==> config.mk <==
export PLATFORM = sky130hd
export DESIGN_NAME = dm_access_ctrl
export DESIGN_NICKNAME = d
export VERILOG_FILES = /design/src/rtl/dm_access_ctrl.sv
export SDC_FILE = /design/constraint.sdc
export NUM_CORES = 1
export LEC_CHECK = 0
export ABC_CLOCK_PERIOD_IN_PS = 6800
export CAP_MARGIN = 40
export CORE_UTILIZATION = 30
export DETAILED_ROUTE_END_ITERATION = 10
export SETUP_SLACK_MARGIN = 0.5
export SLEW_MARGIN = 20
export SYNTH_ARGS = -nofsm -noshare
export SYNTH_HDL_FRONTEND = slang
export SYNTH_SLANG_ARGS = --single-unit
==> constraint.sdc <==
create_clock -name clk -period 6.8 [get_ports clk]
set_clock_uncertainty 0.05 [all_clocks]
set_input_delay 1.7 -clock clk [delete_from_list [all_inputs] [get_ports clk]]
set_output_delay 1.7 -clock clk [all_outputs]
set_load 0.01 [all_outputs]
==> src/rtl/dm_access_ctrl.sv <==
// Load/store controller between the MEM stage and a word-wide data memory.
// Handles byte/halfword/word accesses, checks alignment and range, extends
// load data and performs read-modify-write for sub-word stores.
module dm_access_ctrl #(
  parameter int ADDR_W = 10
) (
  input  logic              clk,
  input  logic              reset,
  input  logic              req,
  input  logic              wr,
  input  logic [1:0]        size,
  input  logic              uns,
  input  logic [31:0]       addr,
  input  logic [31:0]       wdata,
  output logic              ready,
  output logic              done,
  output logic [31:0]       rdata,
  output logic              addr_err,
  output logic              dm_we,
  output logic [ADDR_W-1:0] dm_addr,
  output logic [31:0]       dm_din,
  input  logic [31:0]       dm_dout
);

  typedef enum logic [2:0] {IDLE, RD, WR, RESP, ERR} state_t;

  state_t      state;
  logic [1:0]  lo_q;
  logic [1:0]  size_q;
  logic        wr_q;
  logic        uns_q;
  logic [31:0] wdata_q;

  logic misalign;
  logic out_of_range;

  // Select the addressed lane of a memory word and extend it to 32 bits.
  function automatic logic [31:0] load_ext(input logic [31:0] w, input logic [1:0] sz,
                                           input logic [1:0] lo, input logic u);
    logic [31:0] s;
    load_ext = w;
    case (sz)
      2'b00: begin
        s = w >> {lo, 3'b000};
        load_ext = u ? {24'h0, s[7:0]} : {{24{s[7]}}, s[7:0]};
      end
      2'b01: begin
        s = w >> {lo[1], 4'b0000};
        load_ext = u ? {16'h0, s[15:0]} : {{16{s[15]}}, s[15:0]};
      end
      default: load_ext = w;
    endcase
  endfunction

  // Overlay right-justified store data onto the addressed lanes of a word.
  function automatic logic [31:0] store_merge(input logic [31:0] w, input logic [31:0] d,
                                              input logic [1:0] sz, input logic [1:0] lo);
    logic [31:0] mask;
    store_merge = d;
    case (sz)
      2'b00: begin
        mask = 32'h0000_00FF << {lo, 3'b000};
        store_merge = (w & ~mask) | ((d & 32'h0000_00FF) << {lo, 3'b000});
      end
      2'b01: begin
        mask = 32'h0000_FFFF << {lo[1], 4'b0000};
        store_merge = (w & ~mask) | ((d & 32'h0000_FFFF) << {lo[1], 4'b0000});
      end
      default: store_merge = d;
    endcase
  endfunction

  // Size 11 behaves as a word, so any size with bit 1 set needs full alignment.
  assign misalign     = (size == 2'b01 && addr[0]) || (size[1] && addr[1:0] != 2'b00);
  assign out_of_range = |addr[31:ADDR_W];

  // Access sequencer; every output is registered and set on entry to its state.
  always_ff @(posedge clk) begin
    if (reset) begin
      state    <= IDLE;
      ready    <= 1'b1;
      done     <= 1'b0;
      addr_err <= 1'b0;
      rdata    <= 32'h0;
      dm_we    <= 1'b0;
      dm_addr  <= '0;
      dm_din   <= 32'h0;
    end else begin
      done     <= 1'b0;
      addr_err <= 1'b0;
      dm_we    <= 1'b0;
      case (state)
        IDLE: begin
          if (req) begin
            lo_q    <= addr[1:0];
            size_q  <= size;
            wr_q    <= wr;
            uns_q   <= uns;
            wdata_q <= wdata;
            dm_addr <= {addr[ADDR_W-1:2], 2'b00};
            ready   <= 1'b0;
            if (misalign || out_of_range) begin
              state    <= ERR;
              done     <= 1'b1;
              addr_err <= 1'b1;
            end else if (wr && size[1]) begin
              state  <= WR;
              dm_we  <= 1'b1;
              dm_din <= wdata;
            end else begin
              state <= RD;
            end
          end
        end
        RD: begin
          // dm_dout is sampled here; this edge is the read-buffer capture.
          if (wr_q) begin
            state  <= WR;
            dm_we  <= 1'b1;
            dm_din <= store_merge(dm_dout, wdata_q, size_q, lo_q);
          end else begin
            state <= RESP;
            done  <= 1'b1;
            rdata <= load_ext(dm_dout, size_q, lo_q, uns_q);
          end
        end
        WR: begin
          state <= RESP;
          done  <= 1'b1;
        end
        RESP, ERR: begin
          state <= IDLE;
          ready <= 1'b1;
        end
        default: begin
          state <= IDLE;
          ready <= 1'b1;
        end
      endcase
    end
  end

endmodule

==> impl_metrics.tcl <==
set metrics [dict create \
    async_reset_ff_frac 0 \
    power_mw 1.79 \
    slew_headroom 0.465 \
    syn_inst 682 \
    p_per_area_nw_per_um2 202 \
    clkLatencyLatePin_ns 0.42 \
    clkPwrFrac 0.473 \
    syn_to_final_growth_pct 39.6 \
    path_clk_slew_ns 0.06 \
    ios 181 \
    post-route-cell-area_um2 8880 \
    cp-end-kind "flip-flop" \
    post-route-min-period_ns 3.92 \
    dpl-instance-area_um2 8300 \
    layout_common_cells "clkdlybuf4s50_1, dfxtp_1, nand2_1, nor2_1, nor2b_1" \
    syn_avg_cell_area_um2 9.32 \
    crit_required_ns 7.06 \
    path_cells "clkdlybuf4s50_1 -> nor4b_4 -> nand3_4 -> o31a_4 -> o41ai_1" \
    grt_pass1_wl_um 34600 \
    critPathBufInv 1 \
    antenna_found_initial 0 \
    ctsResizeCount 0 \
    final_antenna_net_count 0 \
    p_sw_frac 0.254 \
    cts.sinks 117 \
    hold_end "rdata[6]" \
    min_period_over_period 0.577 \
    synth.ff_latch_count 117 \
    setup_viol 0 \
    vias_per_cell 5.47 \
    slew_viol_final 0 \
    detail_route.wl_per_cell_um 20.2 \
    start_util 0.310 \
    slowest_delay_ns 0.57 \
    n_antenna_cell 0 \
    yosysSeqAreaShare 0.428 \
    final_util 0.433 \
    die_y_um 148 \
    status "finished, final reports clean" \
    globalplace.congestion 0.859 \
    ys.flop_type "dfxtp_1" \
    cp-startpoint "req" \
    rr_worst_depth 4 \
    path_class "primary input to flip-flop" \
    grt_util_all_layers 0.209 \
    wl_met3_um 1910 \
    layout_commonest_cell "clkdlybuf4s50_1" \
    core-area_um2 20500 \
    cp_top_family "compound AO/OA/AOI/OAI gates" \
    rsz0062_at_grt "no" \
    clockBufferDepth 2 \
    dr_total_vias 6028 \
    hold_viol 0 \
    rows 52 \
    wl_met1_um 10200 \
    grt_overflow 0 \
    synth_edf_count 38 \
    setup_tns_ns 0 \
    drive_gt1_frac 0.0913 \
    irDropWorstVdd_mv 0.161 \
    critPathSlowestCell "o31a_4" \
    netlist_area_um2 6360 \
    first_global_vias 5935 \
    drt_iter0_markers 395 \
    cp_max_fo 34 \
    pwr-share-comb 0.108 \
    h-tree-depth 4 \
    post_cts_buffers 0 \
    cts_tree "done" \
    routed_wl_um 22300 \
    reg2reg_slack_ns 4.04 \
    whs_path_depth 2 \
    r2r_start "size_q[1]" \
    fp.dieArea_um2 21800 \
    yosys_warnings 0 \
    hold_path_class "flip-flop to flip-flop" \
    nets 922 \
    met2WireLength_um 9510 \
    max_freq_mhz 255 \
    start_kind "primary input" \
    worst_ep_arrival_time_ns 4.18 \
    tightest_slew_ns 0.802 \
    die_x_um 148 \
    worstHoldStart "rdata[6]" \
    cellLeakagePower_nw 3.16 \
    cts_buffers 17 \
    p_seq_frac 0.420 \
    cts_root_buffer "clkbuf_16" \
    drt_pre_antenna_iters 5 \
    cts_hold_buf 0 \
    highest_layer "met4" \
    power_switching_mw 0.455 \
    grt_max_degree 65 \
    synth.distinct_cells 49 \
    p_int_mw 1.34 \
    io_buffer_count 178 \
    drc 0 \
    cap_violations 0 \
    r2r_end "rdata[23]" \
    dpl.hpwl_um 15600 \
]
## Yosys cell counts (4+ instances only)
cell type,number,area share
dfxtp_1,79,0.25
nor2_1,63,0.037
nand2_1,62,0.037
clkbuf_1,54,0.032
nor2b_1,52,0.051
a211oi_1,49,0.058
edfxtp_1,38,0.18
mux2i_1,33,0.052
o311ai_0,32,0.044
o41ai_1,32,0.044
a21oi_1,29,0.023
o21ai_0,18,0.014
inv_1,16,0.0094
mux2_2,16,0.028
a22oi_1,15,0.018
buf_2,9,0.0071
and3b_1,8,0.011
o2111a_1,8,0.014
o221a_2,8,0.014
o221ai_1,8,0.011
a22o_1,7,0.0096
nor4_1,5,0.0049
buf_6,4,0.0071
## state kept, by name (all words and copies together), names as in the netlist
signal and count:
size_q 2, wr_q 1, done 1, addr_err 1, dm_we 1, wdata_q 32, dm_din 32, uns_q 1
dm_addr 8, ready 1, lo_q 2, state 3, rdata 32
## cell families (layout without fill, tap and decap cells)
logic type,count (synthesis),count (layout),share of synthesized area
other cells,1,2,0.000590
mux,49,49,0.0803
buf+inv,89,238,0.0602
compound gates,219,219,0.267
flops,117,117,0.428
simple gates,207,207,0.163
## through the flow
step,setup WS [ns],cells,hold slack [ns]
final,2.88,1102,0.399
after detailed placement,2.47,1069,0.394
after CTS,2.91,1101,0.402
after global placement,2.53,1066,0.390
after global routing,2.67,1102,0.433
after floorplan,2.52,683,0.426
## final cells by class
| class | instances | area [µm²] |
|---|---|---|
| repair buffers | 189 | 1910 |
| inverters | 17 | 63.8 |
| fillers | 2040 | 11600 |
| clock buffers | 20 | 468 |
| multi-input cells | 477 | 3270 |
| flip-flops and latches | 117 | 2720 |
| well taps | 270 | 338 |
| clock inverters | 12 | 95.1 |
## worst min-delay path: stages (launching register included)
cell and delay (ns):
dfxtp_1 0.30, nand2_1 0.05, a21oi_1 0.05
## routing by layer
layer,up-vias,global-route usage
met5,-,0
met4,0,0.0784
met3,47,0.0639
met2,287,0.304
met1,2832,0.288
li1,2862,-
## power groups by stage
stage	Combinational (mW)	Clock [mW]	Sequential [mW]
2_1_floorplan	0.0857	0	0.761
3_3_place_gp	0.188	0	0.766
3_5_place_dp	0.191	0	0.766
4_1_cts	0.192	0.863	0.751
5_1_grt	0.208	0.892	0.752
6_report	0.193	0.847	0.751
## worst max-delay path by stage
stage	to	slack (ns)	cells after the start
after global placement	dm_din[29]	2.53	5
after detailed placement	dm_din[20]	2.47	5
after CTS	dm_din[16]	2.91	5
after global routing	dm_din[21]	2.67	5
after floorplan	lo_q[0]	2.52	3
final	dm_din[9]	2.88	5
Power figures use the tool's default switching activity.
